--- src/rtl/sdram_port_arb.sv ---
// Two-port arbiter in front of a single-command SDRAM controller.
// One transaction in flight at a time; a BUSY watchdog aborts hung transfers and raises a sticky error.
module sdram_port_arb #(
    parameter int RR_EN = 1,
    parameter int TMO   = 255
) (
    input  logic        clk_p,
    input  logic        sdram_reset,
    input  logic        m0_stb,
    input  logic        m0_we,
    input  logic [1:0]  m0_sel,
    input  logic [20:0] m0_adr,
    input  logic [15:0] m0_out,
    output logic        m0_ack,
    output logic [15:0] m0_dat,
    input  logic        m1_stb,
    input  logic        m1_we,
    input  logic [1:0]  m1_sel,
    input  logic [20:0] m1_adr,
    input  logic [15:0] m1_out,
    output logic        m1_ack,
    output logic [15:0] m1_dat,
    input  logic        sdram_ready,
    output logic        sdr_rd,
    output logic        sdr_we,
    output logic [1:0]  sdr_wtbt,
    output logic [24:0] sdr_addr,
    output logic [15:0] sdr_din,
    input  logic [15:0] sdr_dout,
    input  logic        sdr_ack,
    output logic        err_tmo
);

    localparam logic [7:0] TMO_LIM = 8'(TMO);
    localparam logic [7:0] TMO_HIT = 8'(TMO - 1);

    // IDLE arbitrate | ISSUE one-cycle command | BUSY wait for ack 0->1 | DONE ack pulse
    typedef enum logic [1:0] {S_IDLE, S_ISSUE, S_BUSY, S_DONE} state_t;

    state_t      state_q, state_d;
    logic        last_q, last_d;
    logic        gnt_q, gnt_d;
    logic        we_q, we_d;
    logic [1:0]  sel_q, sel_d;
    logic [20:0] adr_q, adr_d;
    logic [15:0] wdat_q, wdat_d;
    logic        rd_q, rd_d;
    logic        wr_q, wr_d;
    logic        ack0_q, ack0_d;
    logic        ack1_q, ack1_d;
    logic [15:0] dat0_q, dat0_d;
    logic [15:0] dat1_q, dat1_d;
    logic [7:0]  cnt_q, cnt_d;
    logic        seen_low_q, seen_low_d;
    logic        keep_q, keep_d;
    logic        err_q, err_d;

    logic        pick;
    logic        cur_stb;
    logic        finish;
    logic        timeout;

    always_comb begin
        state_d    = state_q;
        last_d     = last_q;
        gnt_d      = gnt_q;
        we_d       = we_q;
        sel_d      = sel_q;
        adr_d      = adr_q;
        wdat_d     = wdat_q;
        rd_d       = 1'b0;
        wr_d       = 1'b0;
        ack0_d     = 1'b0;
        ack1_d     = 1'b0;
        dat0_d     = dat0_q;
        dat1_d     = dat1_q;
        cnt_d      = cnt_q;
        seen_low_d = seen_low_q;
        keep_d     = keep_q;
        err_d      = err_q;
        finish     = 1'b0;
        timeout    = 1'b0;

        if (m0_stb && m1_stb) begin
            pick = (RR_EN != 0) ? ~last_q : 1'b0;
        end else begin
            pick = m1_stb;
        end
        cur_stb = gnt_q ? m1_stb : m0_stb;

        unique case (state_q)
            S_IDLE: begin
                if (sdram_ready && (m0_stb || m1_stb)) begin
                    gnt_d      = pick;
                    last_d     = pick;
                    we_d       = pick ? m1_we  : m0_we;
                    sel_d      = pick ? m1_sel : m0_sel;
                    adr_d      = pick ? m1_adr : m0_adr;
                    wdat_d     = pick ? m1_out : m0_out;
                    rd_d       = ~we_d;
                    wr_d       = we_d;
                    keep_d     = 1'b1;
                    cnt_d      = 8'd0;
                    seen_low_d = 1'b0;
                    state_d    = S_ISSUE;
                end
            end
            S_ISSUE: begin
                if (!cur_stb) keep_d = 1'b0;
                state_d = S_BUSY;
            end
            S_BUSY: begin
                // A requester that lets go of stb still gets its transfer, just no ack.
                if (!cur_stb) keep_d = 1'b0;
                if (sdr_ack && seen_low_q) begin
                    finish = 1'b1;
                end else if (cnt_q == TMO_HIT) begin
                    finish  = 1'b1;
                    timeout = 1'b1;
                end else begin
                    if (cnt_q != TMO_LIM) cnt_d = cnt_q + 8'd1;
                    if (!sdr_ack) seen_low_d = 1'b1;
                end
            end
            S_DONE: begin
                state_d = S_IDLE;
            end
            default: begin
                state_d = S_IDLE;
            end
        endcase

        if (finish) begin
            state_d = S_DONE;
            if (timeout) err_d = 1'b1;
            if (gnt_q) begin
                ack1_d = keep_q & m1_stb;
                if (!we_q) dat1_d = timeout ? 16'hFFFF : sdr_dout;
            end else begin
                ack0_d = keep_q & m0_stb;
                if (!we_q) dat0_d = timeout ? 16'hFFFF : sdr_dout;
            end
        end
    end

    always_ff @(posedge clk_p) begin
        if (sdram_reset) begin
            state_q    <= S_IDLE;
            last_q     <= 1'b1;
            gnt_q      <= 1'b0;
            we_q       <= 1'b0;
            sel_q      <= 2'b00;
            adr_q      <= 21'd0;
            wdat_q     <= 16'd0;
            rd_q       <= 1'b0;
            wr_q       <= 1'b0;
            ack0_q     <= 1'b0;
            ack1_q     <= 1'b0;
            dat0_q     <= 16'd0;
            dat1_q     <= 16'd0;
            cnt_q      <= 8'd0;
            seen_low_q <= 1'b0;
            keep_q     <= 1'b0;
            err_q      <= 1'b0;
        end else begin
            state_q    <= state_d;
            last_q     <= last_d;
            gnt_q      <= gnt_d;
            we_q       <= we_d;
            sel_q      <= sel_d;
            adr_q      <= adr_d;
            wdat_q     <= wdat_d;
            rd_q       <= rd_d;
            wr_q       <= wr_d;
            ack0_q     <= ack0_d;
            ack1_q     <= ack1_d;
            dat0_q     <= dat0_d;
            dat1_q     <= dat1_d;
            cnt_q      <= cnt_d;
            seen_low_q <= seen_low_d;
            keep_q     <= keep_d;
            err_q      <= err_d;
        end
    end

    assign sdr_rd   = rd_q;
    assign sdr_we   = wr_q;
    assign sdr_wtbt = sel_q;
    assign sdr_addr = {3'b000, adr_q, 1'b0};
    assign sdr_din  = wdat_q;
    assign m0_ack   = ack0_q;
    assign m1_ack   = ack1_q;
    assign m0_dat   = dat0_q;
    assign m1_dat   = dat1_q;
    assign err_tmo  = err_q;

endmodule

--- config.mk ---
export PLATFORM = sky130hd
export DESIGN_NAME = sdram_port_arb
export DESIGN_NICKNAME = d
export VERILOG_FILES = /design/src/rtl/sdram_port_arb.sv
export SDC_FILE = /design/constraint.sdc
export NUM_CORES = 1
export LEC_CHECK = 0
export CAP_MARGIN = 40
export CELL_PAD_IN_SITES_DETAIL_PLACEMENT = 0
export CELL_PAD_IN_SITES_GLOBAL_PLACEMENT = 2
export CORE_MARGIN = 2
export CORE_UTILIZATION = 23
export DETAILED_ROUTE_END_ITERATION = 8
export PLACE_DENSITY_LB_ADDON = 0.25
export SYNTH_ARGS = -nofsm -noshare
export SYNTH_HDL_FRONTEND = slang
export SYNTH_SLANG_ARGS = --single-unit
--- constraint.sdc ---
create_clock -name clk_p -period 2.3 [get_ports clk_p]
set_input_delay 0.46 -clock clk_p [delete_from_list [all_inputs] [get_ports clk_p]]
set_output_delay 0.46 -clock clk_p [all_outputs]
set_load 0.03 [all_outputs]
==> reports/metrics.yaml, run 1 <==
cts_sinks: 91
synth.avg_cell_area_sq_um: 9.47
vias_per_cell: 4.48
p_switching_w: 0.00122
p_per_area_nw_per_um2: 645
cp_slowest_cell: "or4b_1"
finalCritPeriodShare_pct: 86.3
slowest_delay_ps: 480
hold_class: "reg -> reg"
grt_max_degree: 36
relSlewSlack_pct: 53.6
max_cap_violations: 0
drive_gt1_share_pct: 8.58
postSynthRegisterBits: 91
grt_setup_unrepaired: "no"
wl_per_cell_microns: 14.1
final.setup_skew_ps: 7.34
cp_max_fo: 9
finalWirelength_microns: 11700
cts_setup_buffers: 0
worstSetupStartpointType: "flip-flop"
synthesis.area_sq_um: 3980
area_growth_syn_to_layout_pct: 60.6
grt_pass1_wl_microns: 18500
synthFlopType: "dfxtp_1"
cts_hold_buffers: 0
max_freq_mhz: 504
yosys.area.top_type: "dfxtp_1"
final_antenna_net_count: 0
status: "finished clean"
swShare_pct: 29.6
r2r_setup_slack_ps: 310
ys_types: 48
dr_total_vias: 3727
dp.final_hpwl_microns: 8540
h-tree-depth: 3
start_util_pct: 23.2
antenna_found_initial: 0
grt_pass1_vias: 3747
synth_top_area_share_pct: 45.8
overflow: 0
grtUsageTotal_pct: 12.8
drt-initial-drc-count: 82
critPathKind: "reg -> reg"
crit_chain: "inv_1 -> ha_1 -> nand2b_1 -> a21o_1 -> or4b_1 -> a31oi_1"
synth_top_cells_by_area: "dfxtp_1 46%, mux2i_1 10%, a211oi_1 7.7%"
cp.required_ps: 2560
p_seq_share_pct: 42.0
diodes: 0
numCtsBuffers: 9
clk_latency_ps: 340
design.die.area_sq_um: 18400
yosysWarnings: 0
p_leak_nw: 2.37
drc: 0
crit_path_end_kind: "flip-flop"
first_pass_iters: 6
portBuffers: 177
cts-root-buf: "clkbuf_16"
maxSlewViolCount: 0
tightest_slew_ps: 693
rows: 48
clock_path_buffers: 2
synth_edf_count: 0
ctsResizeCount: 0
clkPwrFrac_pct: 34.1
hold_viol_final: 0
finalNonFillerCells: 831
ys_seq_area_share_pct: 45.8
coreArea_sq_um: 17100
nets: 709
ios: 182
path_clk_slew_ps: 70
setup_tns_ps: 0
combinationalPowerShare_pct: 23.9
fp.dieW_microns: 135
cts_tree: "built"
ir_drop_mv: 0.316
die_h_microns: 135
period_needed_ps: 1990
internal-power_w: 0.00290
cp.arrival_ps: 2250
place_inst: 815
syn_inst: 420
postSynth.asyncResetShare_pct: 0
gp_congestion: 0.698
setup_viol: 0
state kept, by name, indices dropped and copies added (netlist names):
signal      flops
last_q          1
adr_q          21
sdr_din        16
m0_ack          1
sdr_we          1
gnt_q           1
m0_dat         16
sdr_rd          1
cnt_q           8
keep_q          1
state_q         2
seen_low_q      1
sdr_wtbt        2
m1_ack          1
err_tmo         1
we_q            1
m1_dat         16
layout make-up:
| type | instances | area [sq um] |
|---|---|---|
| inverters | 23 | 86.3 |
| repair buffers | 200 | 1990 |
| multi-input cells | 276 | 1930 |
| fillers | 1739 | 10700 |
| clock buffers | 10 | 229 |
| flip-flops and latches | 91 | 1820 |
| well taps | 225 | 282 |
| clock inverters | 6 | 46.3 |
worst paths after layout:
kind	from	cells past startpoint	end
setup / recovery	state_q[0]	6	cnt_q[7]
hold / removal	m1_dat[6]	1	m1_dat[6]
setup reg to reg	state_q[0]	6	cnt_q[7]
hold reg to reg	m1_dat[6]	1	m1_dat[6]
power groups by stage:
stage / combinational, W / clock [W] / sequential [W]
after floorplan: 0.000366 / 0 / 0.00193
after global placement: 0.000986 / 0 / 0.00176
after detailed placement: 0.000990 / 0 / 0.00177
after CTS: 0.000994 / 0.00147 / 0.00173
after global routing: 0.00106 / 0.00153 / 0.00175
final: 0.000984 / 0.00141 / 0.00173
per-stage QoR:
step                hold WS (ps)  cell area (sq um)  utilization [%]  total power (W)  worst slack, ps
global route                 488               6380             37.3          0.00434              192
CTS                          473               6380             37.3          0.00420              306
global placement             446               6110             35.7          0.00275             91.3
finish                       465               6380             37.3          0.00412              314
detailed placement           455               6110             35.7          0.00276             98.7
floorplan                    435               3990                -          0.00229              527
placed cells by master, fill, tap and decap left out, types with 5 or more instances in the layout:
cell type / netlist / routed
buf_4: 8 / 19
nand2_1: 9 / 9
dfxtp_1: 91 / 91
nor2_1: 41 / 41
nand3_1: 6 / 6
a211oi_1: 41 / 41
ha_1: 6 / 6
o21ai_0: 5 / 5
clkdlybuf4s50_1: 0 / 176
inv_1: 23 / 23
nand2b_1: 5 / 5
clkbuf_16: 0 / 9
mux2i_1: 40 / 40
a21oi_1: 40 / 40
o21a_1: 33 / 33
worst max-delay path, delay by kind of cell, from the launching register on:
family	cells	cell delay, ps
AOI/OAI and AO/OA	2	460
and+or+nand+nor	2	690
DFF	1	370
adders and majority gates	1	300
buffers and inverters	1	80
synthesized netlist by cell type (2+ instances only):
cell type   n
dfxtp_1    91
a211oi_1   41
nor2_1     41
a21oi_1    40
mux2i_1    40
o21a_1     33
inv_1      23
clkbuf_1   14
nand2_1     9
buf_4       8
ha_1        6
nand3_1     6
buf_1       5
buf_2       5
nand2b_1    5
o21ai_0     5
a21boi_0    4
o311ai_0    4
o41ai_1     4
nor3_1      3
a31oi_1     2
and3_1      2
nand3_2     2
nand4_1     2
nor4b_1     2
per-layer routing:
| layer | global-route usage [%] | up-vias | share of wire, % |
|---|---|---|---|
| met5 | 0 | - | 0 |
| met4 | 5.21 | 0 | 2.1 |
| met3 | 5.72 | 22 | 11 |
| met2 | 19.8 | 150 | 43 |
| met1 | 15.6 | 1673 | 44 |
| li1 | - | 1882 | - |
cell families after synthesis:
group	synth area share (%)
compound gates	25.4
flops	45.8
simple gates	10.4
buf+inv	6.39
mux	10.1
fa+ha+maj	1.89
other cells	0.0943
Note: power is estimated with default switching activity, not from simulation.
==> inputs of run 2 (changes only) <==
- HOLD_SLACK_MARGIN: unset -> 0.03
- REMOVE_ABC_BUFFERS: unset -> 1
==> run 2 against run 1 <==
  * Cell area fell by 0.47%
  * Non-clock buffer count shrank 3
  * Sequential share of layout area is 0.13 points higher
  * Core utilization down 0.18 points
  * Via count down 2.4%
  * Global-route usage is 0.092 points lower
  * Total power increased by 0.17%
  * Critical endpoint is now m1_dat[1]
  * Maximum frequency rose by 2.6%
  * Clock power about the same
  * Sequential power hardly changed
  * Routed wire length is 2.2% lower
  * First-iteration DRC count up 2.4%
==> reports/metrics.yaml, run 2 (synthesis results as in run 1) <==
critPathKind: "reg -> reg"  # unchanged
regMostFlops: "adr_q"  # unchanged
grtUsageTotal_pct: 12.7  # was 12.8%
cp.required_ps: 2580  # was 2560 ps
status: "finished clean"  # unchanged
crit_buf_inv: 2  # was 1
final.setup_skew_ps: 7.05  # was 7.34 ps
nets: 706  # was 709
setup_viol: 0  # unchanged
cp_slowest_cell: "nor2_4"  # was or4b_1
ctsResizeCount: 0  # unchanged
final_area_sq_um: 6350  # was 6380 sq um
tightest_slew_ps: 718  # was 693 ps
period_needed_ps: 1940  # was 1990 ps
area_growth_syn_to_layout_pct: 59.8  # was 60.6%
relSlewSlack_pct: 52.0  # was 53.6%
portBuffers: 177  # unchanged
grt_pass1_wl_microns: 18300  # was 18500 microns
antenna_found_initial: 0  # unchanged
whs_ps: 467  # was 465 ps
fp.dieW_microns: 135  # unchanged
cts_tree: "built"  # unchanged
route.met2.wl_microns: 4920  # was 5020 microns
dr_total_vias: 3636  # was 3727
max_freq_mhz: 516  # was 504 MHz
cts_setup_buffers: 0  # unchanged
p_leak_nw: 2.36  # was 2.37 nW
max_cap_violations: 0  # unchanged
start_util_pct: 23.2  # unchanged
design.die.area_sq_um: 18400  # unchanged
first_pass_iters: 4  # was 6
wl_per_cell_microns: 13.8  # was 14.1 microns
coreArea_sq_um: 17100  # unchanged
ir_drop_mv: 0.305  # was 0.316 mV
h-tree-depth: 3  # unchanged
cp.arrival_ps: 2210  # was 2250 ps
layout_common_cells: "176 x clkdlybuf4s50_1, 91 x dfxtp_1, 41 x nor2_1, 41 x a211oi_1"  # unchanged
rows: 48  # unchanged
numCtsBuffers: 9  # unchanged
cts_sinks: 91  # unchanged
path_clk_slew_ps: 70  # about the same
cts-root-buf: "clkbuf_16"  # unchanged
finalCritPeriodShare_pct: 84.2  # was 86.3%
ios: 182  # unchanged
grt_max_degree: 71  # was 36
hold_viol_final: 0  # unchanged
diodes: 0  # unchanged
p_per_area_nw_per_um2: 650  # was 645 nW/um^2
dpl_cell_area_sq_um: 6070  # was 6110 sq um
slowest_delay_ps: 410  # was 480 ps
cp_max_fo: 16  # was 9
wl_met1_microns: 5190  # about the same
finalWorstSetupSlack_ps: 364  # was 314 ps
gp_congestion: 0.782  # was 0.698
crit_path_end_kind: "flip-flop"  # unchanged
grt_pass1_vias: 3537  # was 3747
pre_cts_ws_ps: 96.6  # was 98.7 ps
drt-initial-drc-count: 84  # was 82
drive_gt1_share_pct: 8.29  # was 8.58%
cp_top_family: "simple AND/OR/NAND/NOR gates"  # unchanged
crit_chain: "inv_1 -> ha_1 -> nand2_1 -> o31a_1 -> buf_4 -> nor2_4 -> o21a_1"  # was inv_1 -> ha_1 -> nand2b_1 -> a21o_1 -> or4b_1 -> a31oi_1
drc: 0  # unchanged
die_h_microns: 135  # unchanged
worstSetupStartpointType: "flip-flop"  # unchanged
finalWirelength_microns: 11400  # was 11700 microns
highest_layer: "met4"  # unchanged
hold_class: "reg -> reg"  # unchanged
clock_path_buffers: 2  # unchanged
overflow: 0  # unchanged
dr_wl_met3_microns: 1170  # was 1240 microns
fin_util_pct: 37.1  # was 37.3%
final_common_cell: "clkdlybuf4s50_1"  # unchanged
clk_latency_ps: 340  # about the same
final_antenna_net_count: 0  # unchanged
vias_per_cell: 4.39  # was 4.48
largest_reg_flops: 21  # unchanged
maxSlewViolCount: 0  # unchanged
dp.final_hpwl_microns: 8580  # was 8540 microns
grt_setup_unrepaired: "no"  # unchanged
cts_hold_buffers: 0  # unchanged
run 2: cell types whose count changed in the layout (fill, tap and decap cells not counted), sizes merged:
cell	before	now
inv	26	25
clkinv	1	2
buf	24	21
clkinvlp	2	1
clkbuf	10	11
run 2: report_power, final:
part           switching [W]  internal (W)  total [W]
Combinational       0.000502      0.000477   0.000979
Clock               0.000620      0.000796    0.00142
Sequential         0.0000572       0.00168    0.00173
run 2: metrics by stage:
| step | std cells | power, W | setup TNS, ps |
|---|---|---|---|
| finish | 828 | 0.00413 | 0 |
| global route | 828 | 0.00437 | 0 |
| CTS | 828 | 0.00421 | 0 |
| detailed placement | 812 | 0.00276 | 0 |
| global placement | 812 | 0.00275 | 0 |
| floorplan | 390 | 0.00228 | -137390 |
run 2: area by class of cell:
cell class	count	area, sq um
Clock buffer	11	253
Clock inverter	5	35.0
Tap cell	225	282
Fill cell	1720	10800
Multi-Input combinational cell	276	1920
Sequential cell	91	1820
Inverter	23	86.3
Timing Repair Buffer	197	1950
run 2: worst register-to-register path, cell delays in order (launching register included):
cell     delay, ps
dfxtp_1        340
inv_1           80
ha_1           280
nand2_1        120
o31a_1         300
buf_4          180
nor2_4         410
o21a_1         180
run 2: metal layers:
| metal | vias to the layer above | GRT usage, % |
|---|---|---|
| met3 | 11 | 5.57 |
| met1 | 1606 | 15.8 |
| li1 | 1870 | - |
| met5 | - | 0 |
| met4 | 0 | 4.69 |
| met2 | 149 | 19.6 |
run 2: final timing paths:
check                  start         to  slack (ps)  depth (start not counted)
hold / removal     m1_dat[8]  m1_dat[8]         470                          1
setup reg to reg  state_q[0]  m1_dat[1]         360                          7
hold reg to reg    m1_dat[8]  m1_dat[8]         470                          1
setup / recovery  state_q[0]  m1_dat[1]         360                          7
